===== config.mk =====
export PLATFORM = sky130hd
export DESIGN_NAME = triple_port_mem_ctrl_flat
export DESIGN_NICKNAME = d
export VERILOG_FILES = /design/src/rtl/triple_port_mem_ctrl_if.sv /design/src/rtl/triple_port_mem_ctrl.sv /design/src/flat_wrapper.sv
export SDC_FILE = /design/constraint.sdc
export NUM_CORES = 1
export LEC_CHECK = 0
export CAP_MARGIN = 5
export CORE_ASPECT_RATIO = 1.2
export CORE_MARGIN = 2
export CORE_UTILIZATION = 35
export CTS_CLUSTER_SIZE = 8
export DETAILED_ROUTE_END_ITERATION = 16
export GPL_ROUTABILITY_DRIVEN = 0
export PLACE_DENSITY = 0.81
export SLEW_MARGIN = 20
export SYNTH_ARGS = -nofsm -noshare
export SYNTH_HDL_FRONTEND = slang
export SYNTH_SLANG_ARGS = --single-unit

===== constraint.sdc =====
create_clock -name clk_i -period 5 [get_ports clk_i]
set_clock_uncertainty 0.1 [all_clocks]
set_input_delay 1.5 -clock clk_i [delete_from_list [all_inputs] [get_ports clk_i]]
set_output_delay 1.5 -clock clk_i [all_outputs]
set_load 0.05 [all_outputs]

===== src/rtl/triple_port_mem_ctrl_if.sv =====
// Bus bundle for triple_port_mem_ctrl: read request/response, write-back, and memory-side ports.
// The slave modport is the controller; the master modport is the requester plus memory.
interface triple_port_mem_ctrl_if #(
  parameter int DATAW = 32,
  parameter int ADDRW = 6
);
  logic             req_valid_i;
  logic             req_ready_o;
  logic [ADDRW-1:0] req_addr_1_i;
  logic [ADDRW-1:0] req_addr_2_i;
  logic             rsp_valid_o;
  logic             rsp_ready_i;
  logic [DATAW-1:0] rsp_data_1_o;
  logic [DATAW-1:0] rsp_data_2_o;
  logic             wb_valid_i;
  logic [ADDRW-1:0] wb_addr_i;
  logic [DATAW-1:0] wb_data_i;
  logic             mem_wren_o;
  logic [ADDRW-1:0] mem_waddr_o;
  logic [DATAW-1:0] mem_wdata_o;
  logic [ADDRW-1:0] mem_raddr_1_o;
  logic [ADDRW-1:0] mem_raddr_2_o;
  logic [DATAW-1:0] mem_rdata_1_i;
  logic [DATAW-1:0] mem_rdata_2_i;

  modport slave (
    input  req_valid_i, req_addr_1_i, req_addr_2_i, rsp_ready_i,
           wb_valid_i, wb_addr_i, wb_data_i, mem_rdata_1_i, mem_rdata_2_i,
    output req_ready_o, rsp_valid_o, rsp_data_1_o, rsp_data_2_o,
           mem_wren_o, mem_waddr_o, mem_wdata_o, mem_raddr_1_o, mem_raddr_2_o
  );

  modport master (
    output req_valid_i, req_addr_1_i, req_addr_2_i, rsp_ready_i,
           wb_valid_i, wb_addr_i, wb_data_i, mem_rdata_1_i, mem_rdata_2_i,
    input  req_ready_o, rsp_valid_o, rsp_data_1_o, rsp_data_2_o,
           mem_wren_o, mem_waddr_o, mem_wdata_o, mem_raddr_1_o, mem_raddr_2_o
  );
endinterface


===== src/rtl/triple_port_mem_ctrl.sv =====
// Two-operand read controller over a 1W/2R memory with pass-through write-back port.
// Define TPM_CTRL_WB_BYPASS_EN to forward write-backs that land after the request accept.
module triple_port_mem_ctrl #(
  parameter int DATAW   = 32,
  parameter int SIZE    = 64,
  parameter int ADDRW   = $clog2(SIZE),
  parameter int MEM_LAT = 1
) (
  input logic             clk_i,
  input logic             rst_i,
  triple_port_mem_ctrl_if.slave bus
);
  localparam int NUM_OPS = 2;

  localparam logic [1:0] IDLE = 2'd0;
  localparam logic [1:0] READ = 2'd1;
  localparam logic [1:0] WAIT = 2'd2;
  localparam logic [1:0] RESP = 2'd3;

  logic [1:0] state_q, state_d;
  logic       accept, capture, in_resp;

  logic [NUM_OPS-1:0][ADDRW-1:0] req_addr, raddr;
  logic [NUM_OPS-1:0][DATAW-1:0] rdata, rsp_data;

  assign req_addr = {bus.req_addr_2_i, bus.req_addr_1_i};
  assign rdata    = {bus.mem_rdata_2_i, bus.mem_rdata_1_i};

  // Write path never stalls; it only depends on reset.
  assign bus.mem_wren_o  = bus.wb_valid_i & ~rst_i;
  assign bus.mem_waddr_o = bus.wb_addr_i;
  assign bus.mem_wdata_o = bus.wb_data_i;

  assign in_resp         = (state_q == RESP);
  assign bus.req_ready_o = (state_q == IDLE) | (in_resp & bus.rsp_ready_i);
  assign bus.rsp_valid_o = in_resp;
  assign accept          = bus.req_valid_i & bus.req_ready_o;
  // Last cycle before RESP is where memory data is sampled.
  assign capture         = (MEM_LAT == 0) ? (state_q == READ) : (state_q == WAIT);

  always_comb begin
    state_d = state_q;
    unique case (state_q)
      IDLE:    if (accept) state_d = READ;
      READ:    state_d = (MEM_LAT == 0) ? RESP : WAIT;
      WAIT:    state_d = RESP;
      RESP:    if (bus.rsp_ready_i) state_d = accept ? READ : IDLE;
      default: state_d = IDLE;
    endcase
  end

  always_ff @(posedge clk_i) begin
    if (rst_i) state_q <= IDLE;
    else       state_q <= state_d;
  end

  for (genvar i = 0; i < NUM_OPS; i++) begin : g_op
    logic [ADDRW-1:0] addr_q, addr_d;
    logic [DATAW-1:0] data_q, data_d;

    always_comb begin
      addr_d = accept ? req_addr[i] : addr_q;
    end

`ifdef TPM_CTRL_WB_BYPASS_EN
    logic             wr_hit;
    logic             byp_vld_q, byp_vld_d;
    logic [DATAW-1:0] byp_data_q, byp_data_d;

    assign wr_hit = bus.wb_valid_i & (bus.wb_addr_i == addr_q);

    always_comb begin
      byp_vld_d  = byp_vld_q;
      byp_data_d = byp_data_q;
      data_d     = data_q;
      if (accept) begin
        byp_vld_d = 1'b0;
      end else if (wr_hit && (state_q == READ || state_q == WAIT)) begin
        byp_vld_d  = 1'b1;
        byp_data_d = bus.wb_data_i;
      end
      // Newest write beats pending bypass, which beats memory data.
      if (capture)
        data_d = wr_hit ? bus.wb_data_i : (byp_vld_q ? byp_data_q : rdata[i]);
      else if (in_resp && !bus.rsp_ready_i && wr_hit)
        data_d = bus.wb_data_i;
    end

    always_ff @(posedge clk_i) begin
      if (rst_i) begin
        byp_vld_q  <= 1'b0;
        byp_data_q <= '0;
      end else begin
        byp_vld_q  <= byp_vld_d;
        byp_data_q <= byp_data_d;
      end
    end
`else
    always_comb begin
      data_d = capture ? rdata[i] : data_q;
    end
`endif

    always_ff @(posedge clk_i) begin
      if (rst_i) begin
        addr_q <= '0;
        data_q <= '0;
      end else begin
        addr_q <= addr_d;
        data_q <= data_d;
      end
    end

    assign raddr[i]    = addr_q;
    assign rsp_data[i] = data_q;
  end

  assign bus.mem_raddr_1_o = raddr[0];
  assign bus.mem_raddr_2_o = raddr[1];
  assign bus.rsp_data_1_o  = rsp_data[0];
  assign bus.rsp_data_2_o  = rsp_data[1];
endmodule

===== src/flat_wrapper.sv =====
// flat-port wrapper written by rule: the top's interface ports become plain ports
module triple_port_mem_ctrl_flat 
#(
  parameter int DATAW   = 32,
  parameter int SIZE    = 64,
  parameter int ADDRW   = $clog2(SIZE),
  parameter int MEM_LAT = 1
)
  (clk_i, rst_i, bus_req_valid_i, bus_req_addr_1_i, bus_req_addr_2_i, bus_rsp_ready_i, bus_wb_valid_i, bus_wb_addr_i, bus_wb_data_i, bus_mem_rdata_1_i, bus_mem_rdata_2_i, bus_req_ready_o, bus_rsp_valid_o, bus_rsp_data_1_o, bus_rsp_data_2_o, bus_mem_wren_o, bus_mem_waddr_o, bus_mem_wdata_o, bus_mem_raddr_1_o, bus_mem_raddr_2_o);
  triple_port_mem_ctrl_if #(.DATAW(DATAW), .ADDRW(ADDRW)) bus_i ();
  input logic clk_i;
  input logic rst_i;
  input wire logic [$bits(bus_i.req_valid_i)-1:0] bus_req_valid_i;
  input wire logic [$bits(bus_i.req_addr_1_i)-1:0] bus_req_addr_1_i;
  input wire logic [$bits(bus_i.req_addr_2_i)-1:0] bus_req_addr_2_i;
  input wire logic [$bits(bus_i.rsp_ready_i)-1:0] bus_rsp_ready_i;
  input wire logic [$bits(bus_i.wb_valid_i)-1:0] bus_wb_valid_i;
  input wire logic [$bits(bus_i.wb_addr_i)-1:0] bus_wb_addr_i;
  input wire logic [$bits(bus_i.wb_data_i)-1:0] bus_wb_data_i;
  input wire logic [$bits(bus_i.mem_rdata_1_i)-1:0] bus_mem_rdata_1_i;
  input wire logic [$bits(bus_i.mem_rdata_2_i)-1:0] bus_mem_rdata_2_i;
  output wire logic [$bits(bus_i.req_ready_o)-1:0] bus_req_ready_o;
  output wire logic [$bits(bus_i.rsp_valid_o)-1:0] bus_rsp_valid_o;
  output wire logic [$bits(bus_i.rsp_data_1_o)-1:0] bus_rsp_data_1_o;
  output wire logic [$bits(bus_i.rsp_data_2_o)-1:0] bus_rsp_data_2_o;
  output wire logic [$bits(bus_i.mem_wren_o)-1:0] bus_mem_wren_o;
  output wire logic [$bits(bus_i.mem_waddr_o)-1:0] bus_mem_waddr_o;
  output wire logic [$bits(bus_i.mem_wdata_o)-1:0] bus_mem_wdata_o;
  output wire logic [$bits(bus_i.mem_raddr_1_o)-1:0] bus_mem_raddr_1_o;
  output wire logic [$bits(bus_i.mem_raddr_2_o)-1:0] bus_mem_raddr_2_o;
  assign bus_i.req_valid_i = bus_req_valid_i;
  assign bus_i.req_addr_1_i = bus_req_addr_1_i;
  assign bus_i.req_addr_2_i = bus_req_addr_2_i;
  assign bus_i.rsp_ready_i = bus_rsp_ready_i;
  assign bus_i.wb_valid_i = bus_wb_valid_i;
  assign bus_i.wb_addr_i = bus_wb_addr_i;
  assign bus_i.wb_data_i = bus_wb_data_i;
  assign bus_i.mem_rdata_1_i = bus_mem_rdata_1_i;
  assign bus_i.mem_rdata_2_i = bus_mem_rdata_2_i;
  assign bus_req_ready_o = bus_i.req_ready_o;
  assign bus_rsp_valid_o = bus_i.rsp_valid_o;
  assign bus_rsp_data_1_o = bus_i.rsp_data_1_o;
  assign bus_rsp_data_2_o = bus_i.rsp_data_2_o;
  assign bus_mem_wren_o = bus_i.mem_wren_o;
  assign bus_mem_waddr_o = bus_i.mem_waddr_o;
  assign bus_mem_wdata_o = bus_i.mem_wdata_o;
  assign bus_mem_raddr_1_o = bus_i.mem_raddr_1_o;
  assign bus_mem_raddr_2_o = bus_i.mem_raddr_2_o;
  triple_port_mem_ctrl #(.DATAW(DATAW), .SIZE(SIZE), .ADDRW(ADDRW), .MEM_LAT(MEM_LAT)) u_core (.clk_i(clk_i), .rst_i(rst_i), .bus(bus_i));
endmodule

---- Yosys cells after proc, flatten, opt, wreduce, memory -nomap -nowiden ----
Index checks and enable logic that the tools add are counted.
storage, ports and cells
  flip-flop bits (word level) ............. 78
  input bits .............................. 119
  output and inout bits ................... 117
  word-level logic and storage cells ...... 21
cells by class
  equal/unequal tests ..................... 5
  mux-type cells .......................... 4
  bitwise gates (word level) .............. 5
  reduce and logical (&&, ||, !) cells .... 2
operators with widths
  operator            number
  $pmux 2 s4          1
  $eq 2x2->1 const B  2
  $mux 2              2
  $and 1x1->1         3
  $eq 2x1->1 const B  1
  $logic_not 2->1     1
  $ne 2x1->1 const B  1
  $ne 2x2->1 const B  1
  $reduce_and 2->1    1
  $mux 1              1
  $not 1->1           1
  $or 1x1->1          1

---- Longest topological paths before layout ----
Gate-level depths: netlist of the first run.
  word-level depth ........................ 7
  depth in mapped cells ................... 7
  mapped depth without buffers ............ 6

---- Least setup slack after synthesis of the first run ----
OpenSTA, ideal clock, no wires.
  path type ............................... in2out
  from .................................... input rst_i
  to ...................................... output bus_mem_wren_o
  arrival ................................. 2499 ps
  required time ........................... 3400 ps
  setup slack ............................. 901 ps
  stages .................................. 3
  buffers on the path ..................... 2
  cells stage by stage .................... buf_2 -> buf_4 -> nor2b_1
on the way
  word-level cells in the longest chain between the ends .. 2
ends and longest elaborated chain
  element          line                        text
  start, declared  flat_wrapper.sv:12          input logic rst_i;
  $not 1->1        triple_port_mem_ctrl.sv:30  assign bus.mem_wren_o = bus.wb_valid_i & ~rst_i;
  $and 1x1->1      triple_port_mem_ctrl.sv:30
  end, declared    flat_wrapper.sv:26          output wire logic [$bits(bus_i.mem_wren_o)-1:0] bus_mem_wren_o;
Every way passes these cells.

---- Worst setup path in the final report of the first run ----
  from .................................... input bus_wb_valid_i
  to ...................................... output bus_mem_wren_o
on the way
  word-level cells in the longest chain between the ends .. 1
ends and longest elaborated chain
  element          line                        text
  start, declared  flat_wrapper.sv:17          input wire logic [$bits(bus_i.wb_valid_i)-1:0] bus_wb_valid_i;
  $and 1x1->1      triple_port_mem_ctrl.sv:30
Every way passes these cells.

==> results list, run 1 <==
* Post-Syn Nets: 442
- For this run, the leading register cell type out of synthesis is sky130_fd_sc_hd__dfxtp_1.
- For this run, design rule violations remaining after detail routing come to 0.
- Hold-critical path depth: 2
- Met2 track utilization from global routing: about 24%
- By area the synthesized netlist is led by sky130_fd_sc_hd__dfxtp_1 47%, sky130_fd_sc_hd__mux2i_1 19%, sky130_fd_sc_hd__buf_4 8.9%.
* FF-to-FF Start: u_core.state_q[0]
* Die W: 93.39 um
- Via density per instance: about 4.5
- After layout, the minimum clock period comes to approximately 4500 ps.
- Count of endpoints failing setup in the final report: 0
- In this run the critical register-to-register path is captured at u_core.bus.rsp_data_1_o[24].
- In the global route stage, met1 resource usage came out at 16.65%.
* Final HPWL from detailed placement: 5.437 mm
- Number of design-rule violations left by the first detailed-router iteration: between 50 and 60
- Diodes inserted: 0
- Final period utilization: 89.40%
- The synthesized netlist occupies a cell area of 3356 sq um.
- In this run the power density over the cells is around 560 nW/um^2.
- In this run the post-CTS setup repair buffer count came out at 0.
- Sequential fraction of the synthesis area: 46.53%
- Largest area contributor in the synthesized netlist: sky130_fd_sc_hd__dfxtp_1
- Setup repair after global routing left no endpoint under its margin.
- Arrival time of data at the critical path endpoint: 2870 ps
- In this design, the critical path's most frequently occurring cell is sky130_fd_sc_hd__clkdlybuf4s50_1.
* Number of synthesis warnings: 0
- For this run, the top clock speed supported by timing is 223.7 MHz.
* All-Layer GR Usage: 14.54%
- Leading cell type by number of instances after synthesis: sky130_fd_sc_hd__dfxtp_1
- Worst-margin pin slew: between 1000 and 1500 ps
- The initial antenna violation count came to 0.
* Core occupancy in the finished layout: between 50 and 60%
- For this configuration, the core starts out at a cell density of 35.63%.
* Family with the most delay on the worst path: buffers and inverters
- Internal power comes to about 1700 uW.
- Root buffer selected by CTS: sky130_fd_sc_hd__clkbuf_16
- TritonCTS built the clock tree.
* Share of final-layout standard cells stronger than drive strength 1: 12.53%
- The worst hold path begins at u_core.bus.mem_raddr_2_o[4].
* Setup crit start kind: primary input
* Port buffer count: 159
- Critical setup path kind: primary input to primary output
- Via count of the first global-routing pass: 2538
* Reg2Reg Setup Slack: 2970 ps
- The tightest min-delay check is of the register to register type.
* Hold EP: u_core.bus.mem_raddr_2_o[4]
- Max Fanout on Critical Path: 1
* Number of fill cells: 806
- In this run the most used layer during global routing was met2.
- Total detailed-routing wirelength: 7.542 mm
* Wire length of the first global-routing pass: roughly 12 mm
- Maximum number of pins on one net before global-route repair: 65
* Rows: 39
- In this run, post-CTS hold repair placed 0 buffers.
- Static power due to leakage: 0.001764 uW
- Most frequent cells after synthesis: 78 x sky130_fd_sc_hd__dfxtp_1, 64 x sky130_fd_sc_hd__mux2i_1, 64 x sky130_fd_sc_hd__nor2_1
* Worst-path cell with the longest stage delay: sky130_fd_sc_hd__clkdlybuf4s50_1
- Total number of vias: 2540
- Number of primary I/O pins: ~240
- Clock-pin transition on the worst setup and hold timing paths: roughly 60 ps
- Clock Latency Late Sink: 320 ps
- The floorplan step defined a core boundary enclosing ~9400 sq um.
* Antenna Violating Nets Remaining: 0
* Number of instances in the synthesized netlist: 319
- Worst IR drop on VDD: approximately 0.55 mV
- Synth top area share: 46.53%
- Clock network power share: ~23%
* Detail-routed net length per standard cell: ~13 um
* Switching portion of total power: 40.49%
- For this design the total switching power over the nets is 1138 uW.
- Number of maximum-capacitance constraint violations: 0
* Final slew viol count: 0
* Async set-reset flop share out of synthesis: 0%
- The largest single stage delay on the critical path is slightly above 800 ps.
- Result of the run: finished clean
* Critical-path cell list: clkdlybuf4s50_1 -> nor2b_1 -> clkdlybuf4s50_1
- Distinct cell type count after synthesis: 29
- Before antenna repair, the detailed router went through 4 iterations.
* CTS sink cnt: 78
- Post-Syn Area per Cell: 10.52 sq um
- The synthesized design contains 0 enable-type register cells.
- Relative to the synthesized area, the layout overhead comes to 48.40%.
- The die is 111.3 um tall.
- Met3 Resource Use GR: 4.963%
* Final Hold Vio Count: 0
- For the final routed database, the setup TNS stands at 0 ps.
- The net count of the finished layout is 557.
- For the worst flop-to-flop path, the logic depth is 4.
- Counting flops and latches in the post-synthesis netlist gives 78.
- For the worst setup path, the data required time is 3400 ps.
- Per report_power, the combinational group accounts for a little under half of the total.
* Part of the total power dissipated in sequential elements: 29.4%
* TritonCTS buffer count: 9
- Gates resized during post-CTS repair numbered 0.
- Endpoint type of the worst setup path: primary output
* Total Die Area: 10390 sq um
- Together, buffers and inverters on the worst path number 2.
* Maximum buffer depth of the clock tree: 2
- Summed over all layers, the global routing overflow is 0.
* Clock H-tree levels: 3
- Worst slew margin: 26.02%
[worst max path at each step]
stage | startpoint | end | slack, ps | cells after the start
5_1_grt | bus_wb_valid_i | bus_mem_wren_o | 440 | 3
2_1_floorplan | rst_i | bus_mem_wren_o | 900 | 3
3_5_place_dp | bus_wb_valid_i | bus_mem_wren_o | 530 | 3
4_1_cts | bus_wb_valid_i | bus_mem_wren_o | 530 | 3
6_report | bus_wb_valid_i | bus_mem_wren_o | 530 | 3
3_3_place_gp | bus_wb_valid_i | bus_mem_wren_o | 510 | 3
[state kept, by name (all words and copies together) (netlist names)]
name and count:
u_core.bus.mem_raddr_2_o 6, u_core.bus.rsp_data_1_o 32, u_core.bus.mem_raddr_1_o 6, u_core.state_q 2
u_core.bus.rsp_data_2_o 32
[routing by layer]
metal	vias up	part of all wire (%)
met5	-	0
met3	13	8.5
met2	110	49
met4	0	1.8
met1	1165	40
li1	1252	-
[final cells by class]
class                      instances  area, sq um  area share, %
tap                              123        153.9          3.090
clock buffer                      11        252.7          5.075
multi-input combinational        179         1331          26.73
timing repair buffer             162         1607          32.26
inverter                           4        17.52         0.3518
clock inverter                     5        56.30          1.131
sequential                        78         1562          31.36
[through the flow]
| stage | hold WS (ps) | setup WS (ps) | total power, uW | std cells | cell area (sq um) |
|---|---|---|---|---|---|
| 3_3_place_gp | 353.6 | 514.7 | 2158 | 546 | 4671 |
| 4_1_cts | 366.6 | 526.9 | 2849 | 562 | 4980 |
| 2_1_floorplan | 432.6 | 901.2 | 1907 | 319 | 3356 |
| 3_5_place_dp | 358.3 | 533.2 | 2182 | 546 | 4671 |
| 6_report | 365.0 | 529.9 | 2811 | 562 | 4980 |
| 5_1_grt | 383.1 | 437.6 | 2956 | 562 | 4980 |
[cells in the final DEF (no fill, tap or decap)]
master,instances
sky130_fd_sc_hd__or2_1,1
sky130_fd_sc_hd__ha_1,3
sky130_fd_sc_hd__clkinvlp_4,1
sky130_fd_sc_hd__a211oi_1,1
sky130_fd_sc_hd__clkdlybuf4s50_1,157
sky130_fd_sc_hd__nand2b_2,1
sky130_fd_sc_hd__o21ai_2,10
sky130_fd_sc_hd__mux2i_1,64
sky130_fd_sc_hd__clkbuf_16,9
sky130_fd_sc_hd__nand3_1,3
sky130_fd_sc_hd__a21oi_2,10
sky130_fd_sc_hd__dfxtp_1,78
sky130_fd_sc_hd__inv_1,2
sky130_fd_sc_hd__clkbuf_8,2
sky130_fd_sc_hd__and3_1,1
sky130_fd_sc_hd__nor2b_1,1
sky130_fd_sc_hd__a31oi_1,1
sky130_fd_sc_hd__buf_4,4
sky130_fd_sc_hd__a21oi_1,3
sky130_fd_sc_hd__nor2_1,64
sky130_fd_sc_hd__a21oi_4,1
sky130_fd_sc_hd__nand2b_1,1
sky130_fd_sc_hd__nand3_2,9
sky130_fd_sc_hd__inv_4,1
sky130_fd_sc_hd__buf_2,1
sky130_fd_sc_hd__o21ai_1,2
sky130_fd_sc_hd__a311oi_1,1
sky130_fd_sc_hd__ha_4,1
sky130_fd_sc_hd__clkinv_2,2
sky130_fd_sc_hd__inv_2,1
sky130_fd_sc_hd__bufinv_16,1
sky130_fd_sc_hd__o21ba_1,1
sky130_fd_sc_hd__inv_6,1
[cell families (layout without fill, tap and decap cells)]
kind of cell,Yosys count,after routing,share of synthesized area [%]
DFF,78,78,46.53
AOI/OAI and AO/OA,30,30,7.420
and+or+nand+nor,81,81,11.30
buffers and inverters,62,182,14.17
adders and majority gates,4,4,1.491
muxes,64,64,19.09
[worst reg2reg max path, cell delays in order, from the launching register on]
cell and delay [ps]:
sky130_fd_sc_hd__dfxtp_1 330, sky130_fd_sc_hd__inv_1 150, sky130_fd_sc_hd__ha_4 860, sky130_fd_sc_hd__mux2i_1 380, sky130_fd_sc_hd__nor2_1 80
[power groups by stage]
stage	clock (uW)	combinational [uW]	sequential, uW
floorplan	0	648	1260
CTS	674	1350	827
finish	653	1330	826
global route	707	1410	843
global placement	0	1320	835
detailed placement	0	1340	840
No activity file was read; power rests on OpenSTA's default activity.
==> run 2, diff against run 1 <==
--- a/config.mk
+++ b/config.mk
@@ -5,10 +5,10 @@
 export SDC_FILE = /design/constraint.sdc
 export NUM_CORES = 1
 export LEC_CHECK = 0
-export CAP_MARGIN = 5
+export CAP_MARGIN = 30
 export CORE_ASPECT_RATIO = 1.2
-export CORE_MARGIN = 2
 export CORE_UTILIZATION = 35
+export CTS_BUF_LIST = sky130_fd_sc_hd__clkbuf_16
 export CTS_CLUSTER_SIZE = 8
 export DETAILED_ROUTE_END_ITERATION = 16
 export GPL_ROUTABILITY_DRIVEN = 0
==> run 2 against run 1 <==
Sequential share of layout area down 0.29 points. Flip-flop and latch count unchanged. Non-clock buffer count stayed put. Maximum frequency decreased by 0.46%. Total power up 3.0%. Largest power group unchanged. Count of clock-buffer cells in the layout shrank 2. Global-route usage is 0.95 points higher. Wire length is 0.81% higher. Utilization rose by 1.9 points. Largest cell class unchanged. Die area down 3.9%.
==> results list, run 2 (synthesis gave the netlist of run 1 again) <==
- Most common cell after layout, fill and taps aside: sky130_fd_sc_hd__clkdlybuf4s50_1
* TritonCTS buffer count: 9 (unchanged)
- The ratio of cells with drive above 1 in the final layout is 12.07% (-0.46 points).
- Setup crit start kind: primary input
* Setup repair after global routing missed its margin: no
* Antenna Violating Nets Remaining: 0 (unchanged)
* Static power due to leakage: 0.001783 uW (+1.1%)
- All-Layer GR Usage: 15.49% (+0.95 points)
* TritonRoute pass-1 iters: 4 (unchanged)
* Required time reported for the critical path endpoint: 3400 ps (about the same)
- Root buffer selected by CTS: sky130_fd_sc_hd__clkbuf_16
- The number of H-tree levels came to 3 (unchanged).
* Wire length of the first global-routing pass: 12.04 mm (-0.80%)
* Final total power: 2895 uW (+3.0%)
* Endpoint type of the worst setup path: primary output
- Maximum number of pins on one net before global-route repair: 79 (+22%)
* Post-layout net count: 557 (unchanged)
- Max Fanout on Critical Path: 1 (unchanged)
* Placeable core region: 9176 sq um (-2.6%)
- The finished layout cell area came to 5026 sq um (+0.93%).
- Cell type with the highest occurrence count on the critical path: sky130_fd_sc_hd__clkdlybuf4s50_1
* Resized cells post-CTS: 0 (unchanged)
- Diodes inserted: 0 (unchanged)
- The detail-routed net length per standard cell came to 13.60 um (+1.3%).
* Number of fill cells: 793 (-1.6%)
- Final Hold Vio Count: 0 (unchanged)
- Critical-path cell list: clkdlybuf4s50_1 -> nor2b_1 -> clkdlybuf4s50_1
- Worst hold slack across all endpoints: 371.9 ps (+6.854 ps)
* Total number of vias: 2533 (-0.28%)
- Clock-pin transition on the worst setup and hold timing paths: 60 ps (about the same)
- The per-cell via count in the routed design was 4.531 (+0.26%).
- The maximum count of clock buffers along a single path came to 2 (unchanged).
* Total detailed-routing wirelength: 7.603 mm (+0.81%)
- On the critical path, the stage with the largest delay is an instance of sky130_fd_sc_hd__clkdlybuf4s50_1.
* Die H: 109.3 um (-1.8%)
- Number of buffers added to fix hold violations after cts: 0 (unchanged)
* Worst IR drop on VDD: 0.3959 mV (-28%)
* Min-delay worst type: register to register
* Final slew viol count: 0 (unchanged)
* Worst slew margin: 43.56% (+18 points)
- The count of cells along the worst register-to-register path was 5 (+1).
- The power per unit of standard cell area was 575.9 nW/um^2 (+2.0%).
- Final period utilization: 89.81% (+0.41 points)
* Final HPWL from detailed placement: 5.563 mm (+2.3%)
* Post-CTS setup buffer count: 0 (unchanged)
* Hold-critical path depth: 2 (unchanged)
- The minimum period implied by the final worst setup slack was 4491 ps (+20.43 ps).
* Number of maximum-capacitance constraint violations: 0 (unchanged)
- The critical path in this run is classified as primary input to primary output.
* Rows: 38 (-2.6%)
- Via count of the first global-routing pass: 2421 (-4.6%)
* Number of primary I/O pins: 236 (unchanged)
* Placed instance area: 4687 sq um (+0.35%)
- The DRC violation total after the first TritonRoute iteration was 78 (+47%).
- Arrival time of data at the critical path endpoint: 2890 ps (+20 ps)
* Initial antenna violation count: 0 (unchanged)
- The area of the die was 9985 sq um (-3.9%).
* Biggest cell delay along the critical path: 820 ps (about the same)
* Worst-margin pin slew: 846.6 ps (-263.1 ps)
- The area growth from synthesis to layout is 49.78%.
- The run finished with clean final reports.
* Final global-route overflow total: 0 (unchanged)
- CTS sink cnt: 78 (unchanged)
- The final count of negative-setup-slack endpoints came to 0 (unchanged).
- Clock tree from TritonCTS: built
* Port buffer count: 159 (unchanged)
- Clock Latency Late Sink: 320 ps (about the same)
* Core occupancy in the finished layout: 54.77% (+1.9 points)
- The die span in x was 91.39 um (-2.1%).
- The remaining routing DRC violations was 0 (unchanged).
* Leading cell types in the layout, fill and taps excluded: 157 x sky130_fd_sc_hd__clkdlybuf4s50_1, 78 x sky130_fd_sc_hd__dfxtp_1, 64 x sky130_fd_sc_hd__mux2i_1, 64 x sky130_fd_sc_hd__nor2_1
* Total negative slack: 0 ps (unchanged)
- Max Clk Rate: 222.7 MHz (-0.46%)
- Initial standard-cell utilization of the core: 36.57% (+0.94 points)
==> run 2: cell count changes in the layout (fill, tap and decap cells not counted), sizes merged <==
| cell | change |
|---|---|
| bufinv | +2 |
| clkbuf | -2 |
==> run 2: per-stage QoR <==
| step | std cells | worst slack, ps |
|---|---|---|
| detailed placement | 543 | 488.4 |
| finish | 559 | 509.5 |
| global placement | 542 | 472.7 |
| CTS | 559 | 489.2 |
| floorplan | 319 | 901.2 |
| global route | 559 | 453.9 |
==> run 2: critical path: cells and delay by family <==
| kind | cells | cell delay, ps |
|---|---|---|
| buf+inv | 2 | 1270 |
| simple gates | 1 | 120 |
==> run 2: path summary, 6_finish.rpt <==
| kind | from | end | slack, ps |
|---|---|---|---|
| max reg2reg | u_core.state_q[0] | u_core.bus.rsp_data_2_o[1] | 3150 |
| min | u_core.bus.mem_raddr_2_o[1] | u_core.bus.mem_raddr_2_o[1] | 370 |
| min reg2reg | u_core.bus.mem_raddr_2_o[1] | u_core.bus.mem_raddr_2_o[1] | 370 |
| max | bus_wb_valid_i | bus_mem_wren_o | 510 |
==> run 2: routing by layer <==
metal	part of all wire (%)	routed length (um)	up-vias	GRT usage (%)
li1	-	-	1253	-
met1	39	2976	1147	16.35
met2	50	3836	110	26.64
met3	7.7	589	23	6.067
met4	2.6	200	0	8.390
met5	0	0	-	0
==> run 2: area by class of cell <==
cell class / instances / area (sq um) / share of cell area [%]
Timing Repair Buffer: 162 / 1627 / 32.36
Sequential cell: 78 / 1562 / 31.07
Multi-Input combinational cell: 179 / 1331 / 26.49
Clock buffer: 9 / 225.2 / 4.481
Tap cell: 120 / 150.1 / 2.987
Clock inverter: 7 / 113.9 / 2.265
Inverter: 4 / 17.52 / 0.3485
==> run 2: where the power goes <==
group	switching [uW]	internal [uW]	total [uW]	leakage [uW]
clock	243	485	728	0.000164
sequential	73.5	755	828	0.000634
combinational	827	512	1340	0.000985
total	1140	1750	2890	0.00178
==> run 3, diff against run 2 <==
--- a/config.mk
+++ b/config.mk
@@ -7,12 +7,12 @@
 export LEC_CHECK = 0
 export CAP_MARGIN = 30
 export CORE_ASPECT_RATIO = 1.2
-export CORE_UTILIZATION = 35
+export CORE_UTILIZATION = 38
 export CTS_BUF_LIST = sky130_fd_sc_hd__clkbuf_16
 export CTS_CLUSTER_SIZE = 8
 export DETAILED_ROUTE_END_ITERATION = 16
 export GPL_ROUTABILITY_DRIVEN = 0
-export PLACE_DENSITY = 0.81
+export PLACE_DENSITY = 0.86
 export SLEW_MARGIN = 20
 export SYNTH_ARGS = -nofsm -noshare
 export SYNTH_HDL_FRONTEND = slang
==> run 3 against run 2 <==
Count of clock-buffer cells in the layout stayed put. Clock power fell by 14%. Non-clock buffer count unchanged. Critical endpoint unchanged. Largest cell class unchanged. Highest routed layer unchanged.
==> results list, run 3 (synthesis gave the netlist of run 1 again) <==
- Result of the run: finished clean
- The number of hold buffers added after cts is 0 (unchanged).
* Wire length of the first global-routing pass: 12.09 mm (+0.40%)
* Worst IR drop on VDD: 0.3361 mV (-15%)
- The minimum period implied by the final worst setup slack came to 4486 ps (-4.785 ps).
- The number of max-cap violations came to 0 (unchanged).
- Resized cells post-CTS: 0 (unchanged)
- Final global-route overflow total: 0 (unchanged)
- The worst-margin pin slew came to 822.6 ps (-24.02 ps).
* Arrival time of data at the critical path endpoint: 2890 ps (about the same)
- Port buffer count: 159 (unchanged)
- Hold EP: u_core.bus.mem_raddr_1_o[0]
* Min-delay src: u_core.bus.mem_raddr_1_o[0]
- Number of primary I/O pins: 236 (unchanged)
* Sequential cell area: 1562 sq um (unchanged)
- The total number of vias came to 2571 (+1.5%).
- Post-detailed-route DRC marker count: 0 (unchanged)
- The vertical die dimension is 104.9 um (-4.0%).
- Placeable core region: 8564 sq um (-6.7%)
- TritonRoute pass-1 iters: 5 (+1)
* Critical setup path kind: primary input to primary output
- Cell area after layout: 4966 sq um (-1.2%)
* Area of the multi-input gates: 1331 sq um (unchanged)
* Reg2Reg Setup Slack: 3060 ps (-90 ps)
* Via density per instance: 4.624 (+2.0%)
- Maximum buffer depth of the clock tree: 2 (unchanged)
- The number of fill cells is 726 (-8.4%).
- STA classifies the critical path startpoint as a primary input.
- The total routing resource utilization after global routing was 16.68% (+1.2 points).
- In this run the critical register-to-register path is launched from u_core.state_q[0].
- Share of final-layout standard cells stronger than drive strength 1: 11.85% (-0.23 points)
- Number of cells traversed by the worst register-to-register path: 5 (unchanged)
* Max Clk Rate: 222.9 MHz (+0.11%)
- The initial antenna violation count is 0 (unchanged).
- The number of placement rows was 37 (-2.6%).
* Final Hold Vio Count: 0 (unchanged)
- Required time reported for the critical path endpoint: 3400 ps (about the same)
* CTS sink cnt: 78 (unchanged)
* Number of design-rule violations left by the first detailed-router iteration: 68 (-13%)
* Clock tree from TritonCTS: built
* Final WS setup: 514.3 ps (+4.785 ps)
- Total detailed-routing wirelength: 7.786 mm (+2.4%)
- Initial standard-cell utilization of the core: 39.18% (+2.6 points)
- The layout net count was 557 (unchanged).
- Final period utilization: 89.71% (-0.096 points)
- Final HPWL from detailed placement: 5.803 mm (+4.3%)
* Critical Path Start: bus_wb_valid_i
* Minimum setup slack after placement: 518.3 ps (+29.85 ps)
* Area growth syn-to-layout: 47.99%
* Total Die Area: 9212 sq um (-7.7%)
* Clock Latency Late Sink: 320 ps (about the same)
- Final slew viol count: 0 (unchanged)
- The die span in x was 87.79 um (-3.9%).
- The overall power after layout came to 2794 uW (-3.5%).
- Endpoint type of the worst setup path: primary output
- The maximum number of pins on one net before global-route repair is 79 (unchanged).
* Static power due to leakage: 0.001754 uW (-1.6%)
- The number of routed nets with antenna violations came to 0 (unchanged).
* Hold-critical path depth: 2 (unchanged)
* Diodes inserted: 0 (unchanged)
- The number of H-tree levels came to 3 (unchanged).
* Worst slew margin: 45.16% (+1.6 points)
- Max Fanout on Critical Path: 1 (unchanged)
* Post-CTS setup buffer count: 0 (unchanged)
* Min-delay worst type: register to register
* Via count of the first global-routing pass: 2567 (+6.0%)
- The final count of negative-setup-slack endpoints was 0 (unchanged).
* Leading cell types in the layout, fill and taps excluded: 157 x sky130_fd_sc_hd__clkdlybuf4s50_1, 78 x sky130_fd_sc_hd__dfxtp_1, 64 x sky130_fd_sc_hd__mux2i_1, 64 x sky130_fd_sc_hd__nor2_1
- Cell count after placement: 540 (-0.55%)
- The number of clock buffers inserted by TritonCTS is 9 (unchanged).
* Most common cell after layout, fill and taps aside: sky130_fd_sc_hd__clkdlybuf4s50_1
- The endpoint identified for the worst register-to-register timing path is u_core.bus.rsp_data_1_o[26].
- Final non-filler cell total: 556 (-0.54%)
* Power density normalized to cell area: 562.6 nW/um^2 (-2.3%)
- Detail-routed net length per standard cell: 14.00 um (+3.0%)
- The instance area at placement was 4676 sq um (-0.24%).
- Clock-pin transition on the worst setup and hold timing paths: 60 ps (about the same)
* Root buffer selected by CTS: sky130_fd_sc_hd__clkbuf_16
- The post-route setup TNS is 0 ps (unchanged).
- Setup repair after global routing left no endpoint under its margin.
-- run 3: through the flow --
step,hold slack [ps],util [%]
final,362.5,57.98
after global routing,381.9,57.98
after CTS,364.1,57.98
after detailed placement,358.9,54.59
after global placement,352.7,54.36
after floorplan,432.6,-
-- run 3: where the power goes --
group	total, uW	internal (uW)	switching (uW)	leakage (uW)
Sequential	827	755	72.2	0.000634
Combinational	1340	508	833	0.000982
Clock	627	383	244	0.000138
-- run 3: critical path, stage by stage --
cell                              delay [ps]
sky130_fd_sc_hd__clkdlybuf4s50_1         450
sky130_fd_sc_hd__nor2b_1                 120
sky130_fd_sc_hd__clkdlybuf4s50_1         810
-- run 3: area by class of cell --
cell class | count | share of cell area, %
clock buffers | 9 | 4.535
well taps | 117 | 2.948
repair buffers | 162 | 32.60
clock inverters | 7 | 1.310
inverters | 4 | 0.3527
multi-input cells | 179 | 26.81
flip-flops and latches | 78 | 31.44
-- run 3: worst max-delay path by stage --
stage,to,slack [ps],cells after the start
4_1_cts,bus_mem_wren_o,500,3
2_1_floorplan,bus_mem_wren_o,900,3
5_1_grt,bus_mem_wren_o,450,3
3_5_place_dp,bus_mem_wren_o,520,3
3_3_place_gp,bus_mem_wren_o,510,3
6_report,bus_mem_wren_o,510,3
-- run 3: per-layer routing --
layer / wire (um) / up-vias / GRT usage [%]
li1: - / 1247 / -
met4: 258 / 0 / 7.728
met1: 2901 / 1182 / 16.86
met3: 566 / 30 / 5.213
met2: 4059 / 112 / 30.29
met5: 0 / - / 0
